## src/rtl/sep_blur_controller.sv

```systemverilog
// Separable 5x5 blur controller for one tile row at a time.
// A padded input row is filtered horizontally into a 5-row history. The history
// columns are then filtered vertically into out_data. Each pass handles LANES
// pixels per cycle, so each pass takes N = TILE_W/LANES cycles.
// Ports:
//   clk, n_rst              clock, asynchronous active-low reset
//   flush                   synchronous abort: clears history, returns to IDLE
//   in_valid/in_ready       row handshake; sof and mode qualify row_in
//   sof                     first row of frame (top-edge replicate)
//   mode                    0 bypass, 1 [1,2,1], 2/3 [1,4,6,4,1]
//   row_in                  (TILE_W+4) pixels, pixel k at [k*PIX_W +: PIX_W]
//   out_valid/out_ready     result handshake
//   out_data                TILE_W filtered pixels, same packing
//   busy                    FSM not idle
module sep_blur_controller #(
  parameter int unsigned PIX_W  = 8,
  parameter int unsigned TILE_W = 16,
  parameter int unsigned LANES  = 2
) (
  input  logic                        clk,
  input  logic                        n_rst,
  input  logic                        flush,
  input  logic                        in_valid,
  output logic                        in_ready,
  input  logic                        sof,
  input  logic [1:0]                  mode,
  input  logic [(TILE_W+4)*PIX_W-1:0] row_in,
  output logic                        out_valid,
  input  logic                        out_ready,
  output logic [TILE_W*PIX_W-1:0]     out_data,
  output logic                        busy
);

  localparam int unsigned N    = TILE_W / LANES;
  localparam int unsigned CntW = (N > 1) ? $clog2(N) : 1;
  localparam int unsigned IdxW = (TILE_W > 1) ? $clog2(TILE_W) : 1;

  typedef enum logic [1:0] {StIdle, StHpass, StVpass, StOutput} state_e;

  state_e                        state_q, state_d;
  logic [CntW-1:0]               cnt_q;
  logic [(TILE_W+4)*PIX_W-1:0]   row_q;
  logic                          sof_q;
  logic [1:0]                    mode_q;
  logic [PIX_W-1:0]              hist_q [5][TILE_W];
  logic [TILE_W*PIX_W-1:0]       out_data_q;

  logic                          accept;
  logic                          last_step;
  logic [IdxW-1:0]               lane_idx [LANES];
  logic [PIX_W-1:0]              h_lane   [LANES];
  logic [PIX_W-1:0]              v_lane   [LANES];

  // Symmetric 5/3-tap kernel; sums are sized so no result can overflow PIX_W.
  function automatic logic [PIX_W-1:0] filt(input logic [1:0]       m,
                                            input logic [PIX_W-1:0] a,
                                            input logic [PIX_W-1:0] b,
                                            input logic [PIX_W-1:0] c,
                                            input logic [PIX_W-1:0] d,
                                            input logic [PIX_W-1:0] e);
    logic [PIX_W+3:0] s5;
    logic [PIX_W+1:0] s3;
    s5 = {4'b0, a} + ({4'b0, b} << 2) + ({4'b0, c} << 2) + ({4'b0, c} << 1)
       + ({4'b0, d} << 2) + {4'b0, e} + (PIX_W+4)'(8);
    s3 = {2'b0, b} + ({2'b0, c} << 1) + {2'b0, d} + (PIX_W+2)'(2);
    case (m)
      2'd0:    filt = c;
      2'd1:    filt = s3[PIX_W+1:2];
      default: filt = s5[PIX_W+3:4];
    endcase
  endfunction

  assign accept    = (state_q == StIdle) && in_valid && !flush;
  assign last_step = (cnt_q == CntW'(N - 1));
  assign in_ready  = (state_q == StIdle);
  assign busy      = (state_q != StIdle);
  assign out_valid = (state_q == StOutput);
  assign out_data  = out_data_q;

  // Per-lane column index and filter results for the current step.
  always_comb begin
    for (int unsigned l = 0; l < LANES; l++) begin
      lane_idx[l] = IdxW'(32'(cnt_q) * LANES + l);
      h_lane[l]   = filt(mode_q,
                         row_q[(32'(lane_idx[l]) + 0) * PIX_W +: PIX_W],
                         row_q[(32'(lane_idx[l]) + 1) * PIX_W +: PIX_W],
                         row_q[(32'(lane_idx[l]) + 2) * PIX_W +: PIX_W],
                         row_q[(32'(lane_idx[l]) + 3) * PIX_W +: PIX_W],
                         row_q[(32'(lane_idx[l]) + 4) * PIX_W +: PIX_W]);
      v_lane[l]   = filt(mode_q,
                         hist_q[4][lane_idx[l]],
                         hist_q[3][lane_idx[l]],
                         hist_q[2][lane_idx[l]],
                         hist_q[1][lane_idx[l]],
                         hist_q[0][lane_idx[l]]);
    end
  end

  // Next-state logic; flush overrides everything.
  always_comb begin
    state_d = state_q;
    if (flush) begin
      state_d = StIdle;
    end else begin
      unique case (state_q)
        StIdle:   if (in_valid)  state_d = StHpass;
        StHpass:  if (last_step) state_d = StVpass;
        StVpass:  if (last_step) state_d = StOutput;
        StOutput: if (out_ready) state_d = StIdle;
        default:                 state_d = StIdle;
      endcase
    end
  end

  always_ff @(posedge clk or negedge n_rst) begin
    if (!n_rst) begin
      state_q <= StIdle;
    end else begin
      state_q <= state_d;
    end
  end

  always_ff @(posedge clk or negedge n_rst) begin
    if (!n_rst) begin
      cnt_q      <= '0;
      row_q      <= '0;
      sof_q      <= 1'b0;
      mode_q     <= 2'd0;
      out_data_q <= '0;
      for (int i = 0; i < 5; i++) begin
        for (int j = 0; j < int'(TILE_W); j++) begin
          hist_q[i][j] <= '0;
        end
      end
    end else if (flush) begin
      // out_data deliberately keeps its last value.
      cnt_q <= '0;
      for (int i = 0; i < 5; i++) begin
        for (int j = 0; j < int'(TILE_W); j++) begin
          hist_q[i][j] <= '0;
        end
      end
    end else begin
      unique case (state_q)
        StIdle: begin
          if (accept) begin
            row_q  <= row_in;
            sof_q  <= sof;
            mode_q <= mode;
            cnt_q  <= '0;
            for (int i = 4; i > 0; i--) begin
              hist_q[i] <= hist_q[i-1];
            end
          end
        end
        StHpass: begin
          for (int unsigned l = 0; l < LANES; l++) begin
            hist_q[0][lane_idx[l]] <= h_lane[l];
            // First row of a frame: replicate upward so the top edge is padded.
            if (sof_q) begin
              for (int i = 1; i < 5; i++) begin
                hist_q[i][lane_idx[l]] <= h_lane[l];
              end
            end
          end
          cnt_q <= last_step ? '0 : cnt_q + 1'b1;
        end
        StVpass: begin
          for (int unsigned l = 0; l < LANES; l++) begin
            out_data_q[32'(lane_idx[l]) * PIX_W +: PIX_W] <= v_lane[l];
          end
          cnt_q <= last_step ? '0 : cnt_q + 1'b1;
        end
        StOutput: ;
        default: ;
      endcase
    end
  end

endmodule

```

## config.mk

```make
export PLATFORM = sky130hd
export DESIGN_NAME = sep_blur_controller
export DESIGN_NICKNAME = d
export VERILOG_FILES = /design/src/rtl/sep_blur_controller.sv
export SDC_FILE = /design/constraint.sdc
export NUM_CORES = 2
export LEC_CHECK = 0
export ABC_AREA = 1
export CAP_MARGIN = 5
export CELL_PAD_IN_SITES_DETAIL_PLACEMENT = 1
export CELL_PAD_IN_SITES_GLOBAL_PLACEMENT = 1
export CORE_MARGIN = 3
export CORE_UTILIZATION = 35
export CTS_CLUSTER_DIAMETER = 40
export CTS_CLUSTER_SIZE = 24
export DETAILED_ROUTE_END_ITERATION = 12
export PLACE_DENSITY_LB_ADDON = 0.1
export SKIP_LAST_GASP = 1
export SLEW_MARGIN = 20
export SYNTH_ARGS = -nofsm -noshare
export SYNTH_HDL_FRONTEND = slang
export SYNTH_SLANG_ARGS = --single-unit
```

## constraint.sdc

```tcl
create_clock -name clk -period 8.5 [get_ports clk]
set_input_delay 1.7 -clock clk [delete_from_list [all_inputs] [get_ports clk]]
set_output_delay 1.7 -clock clk [all_outputs]
set_load 0.01 [all_outputs]
```

==> After elaboration in Yosys (flattened, before gate mapping) <==
Cells that the tools add are included.
{ "totals": {"regBits": 936, "inputBits": 168, "output_inout_bits": 131, "word_cells": 249} }
{ "classes": {"addsub": 47, "order_cmp": 4, "n_eq_ne": 10, "shift": 14, "muxes": 68, "bitwise_logic": 3, "n_reduce_logical": 17} }
{ "op_table": {"columns": ["operator", "count"], "rows": [
  ["two-way mux 512 bit", 5],
  ["bitwise mux 128 bit", 12],
  ["indexed part select 160 x 9 -> 8 bit", 7],
  ["one-hot mux 512 bit (2 select lines)", 1],
  ["two-way mux 640 bit", 1],
  ["binary-select mux 8 bit (select 4 bit)", 10],
  ["indexed part select 160 x 8 -> 8 bit", 2],
  ["variable shift 8 x 34 -> 128 bit, first input constant", 2],
  ["indexed part select 8 x 34 -> 128 bit", 2],
  ["two-way mux 8 bit", 22],
  ["indexed part select 160 x 33 -> 8 bit", 1],
  ["two-way mux 128 bit", 1],
  ["negator 7 -> 34 bit", 2],
  ["demux 8 bit (select 4 bit)", 2],
  ["one-hot mux 8 bit (2 select lines)", 4],
  ["adder 11 x 10 -> 12 bit", 4],
  ["adder 12 x 10 -> 12 bit", 4],
  ["adder 12 x 4 -> 12 bit, second input constant", 4],
  ["adder 12 x 8 -> 12 bit", 4],
  ["adder 12 x 9 -> 12 bit", 4],
  ["adder 8 x 10 -> 11 bit", 4],
  ["adder 10 x 2 -> 10 bit, second input constant", 4],
  ["adder 10 x 8 -> 10 bit", 4],
  ["adder 8 x 9 -> 10 bit", 4],
  ["26 further kinds", 53]
]} }

==> Longest topological paths before layout <==
{ "depth": {"ltp_word": 17, "depth_mapped": 38, "depth_no_buf": 33} }

==> Least setup slack after synthesis <==
Ideal clock, no wire load.
{ "synth_timing": {"path_kind": "reg-to-reg", "startpoint": "register cnt_q[0]", "endpoint": "register hist_q[102] (netlist bit)", "setup_time_ns": 0.066, "t_arrival_ns": 5.845, "required_ns": 8.434, "slack_ns": 2.590, "path_stages_with_launch": 33, "n_path_buf": 6, "period_less_slack_ns": 5.910, "cell_sequence": "dfrtp_1 inv_2 buf_4 nor2_1 buf_2 buf_4 buf_2 clkbuf_1 a221oi_1 nand3_1 fa_1 fa_1 inv_1 fa_1 inv_1 ha_1 a21o_1 ha_1 fa_1 nand3_1 nand2_1 nand2_1 nand2_1 a21oi_1 nand2_1 nand2_1 o22ai_1 inv_2 buf_2 nand4_1 nand2_1 nand2_1 nand2_1"} }
{ "synth_via": {"elab_chain_cells": 17, "elab_cells_between_ends": 58, "classes_between": "add/sub: 26; order compare: 4; shift: 10; mux: 14; bitwise: 2; reduce/logical: 2"} }
{ "synth_lines": {"columns": ["item", "line_no", "rtl"], "rows": [
  ["start, declared", "41", "logic [CntW-1:0] cnt_q;"],
  ["start signal, assigned", "166", "cnt_q <= last_step ? '0 : cnt_q + 1'b1;"],
  ["start signal, assigned", "172", "cnt_q <= last_step ? '0 : cnt_q + 1'b1;"],
  ["adder 4 x 1 -> 5 bit", "83", "lane_idx[l] = IdxW'(32'(cnt_q) * LANES + l);"],
  ["indexed part select 160 x 33 -> 8 bit", "86", "row_q[(32'(lane_idx[l]) + 1) * PIX_W +: PIX_W],"],
  ["adder 8 x 10 -> 11 bit", "63", "s5 = {4'b0, a} + ({4'b0, b} << 2) + ({4'b0, c} << 2) + ({4'b0, c} << 1)"],
  ["adder 11 x 10 -> 12 bit", "63", null],
  ["adder 12 x 9 -> 12 bit", "63", null],
  ["adder 12 x 10 -> 12 bit", "64", "+ ({4'b0, d} << 2) + {4'b0, e} + (PIX_W+4)'(8);"],
  ["adder 12 x 8 -> 12 bit", "64", null],
  ["adder 12 x 4 -> 12 bit", "64", null],
  ["one-hot mux 8 bit (2 select lines)", "66", "case (m)"],
  ["bitwise mux 128 bit", "162", "hist_q[i][lane_idx[l]] <= h_lane[l];"],
  ["two-way mux 512 bit", "160", "if (sof_q) begin"],
  ["two-way mux 512 bit", "144", "unique case (state_q)"],
  ["two-way mux 512 bit", "135", "end else if (flush) begin"],
  ["bitwise mux 128 bit", "162", null],
  ["two-way mux 512 bit (*)", "160", null],
  ["one-hot mux 512 bit (2 select lines) (*)", "144", null],
  ["two-way mux 640 bit (*)", "135", null],
  ["end signal, assigned by index", "152", "hist_q[i] <= hist_q[i-1];"],
  ["end signal, assigned by index", "158", "hist_q[0][lane_idx[l]] <= h_lane[l];"],
  ["end signal, assigned by index", "162", null],
  ["end, declared", "45", "logic [PIX_W-1:0] hist_q [5][TILE_W];"]
]} }
Every way passes the cells marked *; elsewhere a longest branch is shown, timed or not. The select of a mux whose other input is x is not followed.
A chain may end at the register's enable or synchronous reset.

==> Final worst setup path <==
{ "layout_timing": {"startpoint": "register cnt_q[0]", "endpoint": "register hist_q[62] (netlist bit)"} }
The elaborated chain is that of the path after synthesis.

==> run summary <==
The run finished with clean final reports. The run gives 1020 ps as the slack of the worst reg-to-reg path. The endpoint identified for the worst register-to-register timing path is hist_q[62]. Once the floorplan was initialized, standard cells occupied 35.33% of the core. CTS built an H-tree with a depth of 4. After floorplanning, the core was divided into 143 placement rows. During I/O placement, the number of pins put on the boundary was 299. The library cell used most frequently in the layout, excluding fill and tap cells, is nand2_1. The worst min-delay path endpoint is hist_q[390]. The routed wire length was 247300 um.

The run gives 0 ps as the final-layout setup total negative slack. The root buffer selected by CTS was clkbuf_16. 0 antenna diodes ended up in the layout. The tools report the nature of the critical path endpoint as a flop. The tools report the number of max-slew violations in the final report as 0. TritonCTS built the clock tree. For this run, the register share of the synthesized area comes to 43.54%. Total of buffers placed on input and output ports: 298. By startpoint and endpoint, the worst setup path is classified as reg -> reg. The logs give 0 for the number of buffers inserted for hold repair after clock tree synthesis and 51530 for the total via count in the routed design. A synthesized cell averages 7.897 sq um. The total of max-cap violations is 0, and the clock slew at the register clock pins of the worst setup and hold paths is 50 ps. The filler cells instantiated in the layout total 18120.

The final critical path takes up 88.01% of the cycle. Once layout is complete, the cells apart from fillers number 9225. The tools report the launching point of the worst reg2reg path as cnt_q[0]. In the routed design, unresolved DRC markers number 0. Summed over all instances, the cell type with the most area after synthesis is dfrtp_1. Global routing finished with a remaining overflow of 0.

The most used flip-flop cell after synthesis is dfrtp_1. The post-route netlist has 9.868% of its cells at a drive strength greater than 1. The maximum clock rate is 133.7 MHz, and the actual slew at the worst max-slew pin is 1189 ps. The worst setup path is launched from a flop. The cell depth of the worst flop-to-flop path came out at 27. Detailed routing placed a total of 112300 um of wire on met2.

At the worst endpoint, the required time is 9170 ps. The run gives 8150 ps as the critical path data arrival time. After floorplanning, the core was sized to cover 152300 sq um.

After detailed routing, the average wire length per cell comes to 26.80 um. Horizontal die dimension: 398.0 um. After synthesis, the cell types taking the most area are dfrtp_1, nand2_1, inv_1, fa_1, a21oi_1. In the synthesized netlist the async set-or-reset flop fraction comes to 100.0%.

Using the TritonRoute via totals, the vias-per-cell ratio works out to 5.586. The routed length on met3 was 15810 um; the normalized max-slew margin was 20.76%. In this run, synthesis inferred 0 flip-flops with an integrated enable.

The logs give 177 for the number of CTS-inserted buffers and 169500 um for the half-perimeter wire length after detailed placement. Routability-driven placement finished with a final weighted congestion of 0.9013. The tools report the startpoint of the lowest-slack hold path as hist_q[390]. Across the routed clock network, the largest skew measured is 35.69 ps. After the first detailed-routing iteration, the DRC count stood at 4252. The post-layout minimum cycle time was 7481 ps; the instance count along the most critical hold path was 2. The number of iterations in the first detailed-routing pass came out at 5. Layout-stage area growth over the synthesis result: 22.02%.

The run gives 1056 ps as the worst setup slack before clock tree synthesis. The top cell types in the final layout, fill and taps aside, are nand2_1, dfrtp_1, inv_1. The top cell type by area accounts for 43.54% of the synthesized area. Setup repair after global routing left no endpoint under its margin. In the global route stage, overall resource usage came out at 30.92%. The number of antenna violations at the first check in global routing is 4, and the net count after synthesis is 7236. The number of endpoints with negative hold slack in the final report is 0.

The first global-routing pass estimated 366200 um of wire. The die covers 158400 sq um. The count of nets left with antenna violations after detail routing came out at 0. In this run the worst hold path is classified as reg -> reg. After technology mapping, the gate count stands at 6812. The run gives 54000 as the number of global-route vias before repair.

After the last flow step, the layout net total stands at 7470. Once routing completed, OpenROAD measured the worst setup slack at 1019 ps. In this run the cell area of the synthesized design comes to 53790 sq um.

The tools report the detailed-route wire length on metal 1 as 108600 um. Topmost layer with routed signal wires: met5. Clock latency on the worst-skew pair, taken at its later pin, is 810 ps.

Setup violations remaining at the end of the flow were counted as 0. Once the clock tree was built, the setup fixing pass inserted 0 buffers. Of all nets on the critical path, the largest fanout is 98.

The clock passes through at most 3 buffers. Total number of clock tree sinks: 936. The tools report the maximum number of pins on one net before global-route repair as 190. After synthesis the netlist holds a flip-flop and latch count of 936. The number of warning messages in the yosys log is 0. Post-CTS repair changed the size of 0 cells. The number of cells in the design after placement was 8897. Measured along the y axis, the die boundary spans 398.0 um.

For this run, the share of the core covered by cells in the final layout is 43.11%. The run gives 61 as the number of distinct standard cells referenced by the synthesized netlist.
-- synthesized netlist by cell type (98+ instances only) --
cell	instances
inv_1	833
nand4_1	182
fa_1	140
nand2_1	1899
o22ai_1	168
a221oi_1	98
clkbuf_1	240
nor2_1	448
dfrtp_1	936
ha_1	116
o21ai_0	310
nand3_1	280
a21oi_1	482
-- metal layers --
metal | vias to the layer above | GRT usage [%]
li1 | 22830 | -
met1 | 26470 | 42.02
met2 | 1789 | 48.72
met3 | 443 | 5.450
met4 | 2 | 12.49
met5 | - | 0
-- stage by stage --
stage	hold slack (ps)	instance area [sq um]
final	474.4	65640
after global routing	494.2	65640
after CTS	478.4	65620
after detailed placement	464.7	59230
after global placement	461.1	59190
after floorplan	448.9	53790
-- worst max-delay path by stage --
| stage | cells after the start | start | slack, ps | to |
|---|---|---|---|---|
| 6_report | 27 | cnt_q[0] | 1020 | hist_q[62] |
| 5_1_grt | 31 | cnt_q[2] | 570 | hist_q[494] |
| 4_1_cts | 28 | cnt_q[2] | 1060 | hist_q[414] |
| 3_5_place_dp | 28 | cnt_q[2] | 1060 | hist_q[110] |
| 3_3_place_gp | 28 | cnt_q[1] | 1110 | hist_q[78] |
| 2_1_floorplan | 32 | cnt_q[0] | 2590 | hist_q[102] |
-- critical path: stages, from the launching register on --
cell and delay [ps]:
dfrtp_4 510, buf_12 220, nand2_4 430, buf_4 330, o22ai_1 100, a211oi_1 360, nand3_1 330, fa_1 540
fa_1 550, inv_1 50, fa_1 470, inv_1 40, ha_1 260, a21o_1 180, ha_1 230, fa_1 480
nand3_1 130, nand2_1 60, nand2_1 80, nand2_1 50, a21oi_1 160, nor2_1 60, o22ai_1 710, inv_2 380
nand4_1 200, nand2_1 120, nand2_1 130, nand2_1 60
-- state kept, by name (all words and copies together), names as in the netlist --
name,flops
row_q,160
hist_q,640
mode_q,2
out_data,128
state_q,2
cnt_q,3
sof_q,1
-- area by class of cell --
type                    instances  area, sq um  share of cell area [%]
multi-input cells            4601        25580                   38.97
repair buffers                454         4392                   6.691
clock buffers                 226         4916                   7.489
clock inverters               102         1475                   2.247
flip-flops and latches        936        23430                   35.70
well taps                    2030         2540                   3.870
inverters                     876         3309                   5.042
-- cell families after synthesis --
logic type,Yosys count,share of synthesized area (%)
flops,936,43.54
fa+ha+maj,256,7.908
simple gates,2887,22.09
xor+xnor,19,0.3094
mux,95,1.984
compound gates,1344,14.89
buf+inv,1275,9.269
Power is not shown: default switching activity piles up to over one toggle a cycle in this logic, so the estimate is an artifact.
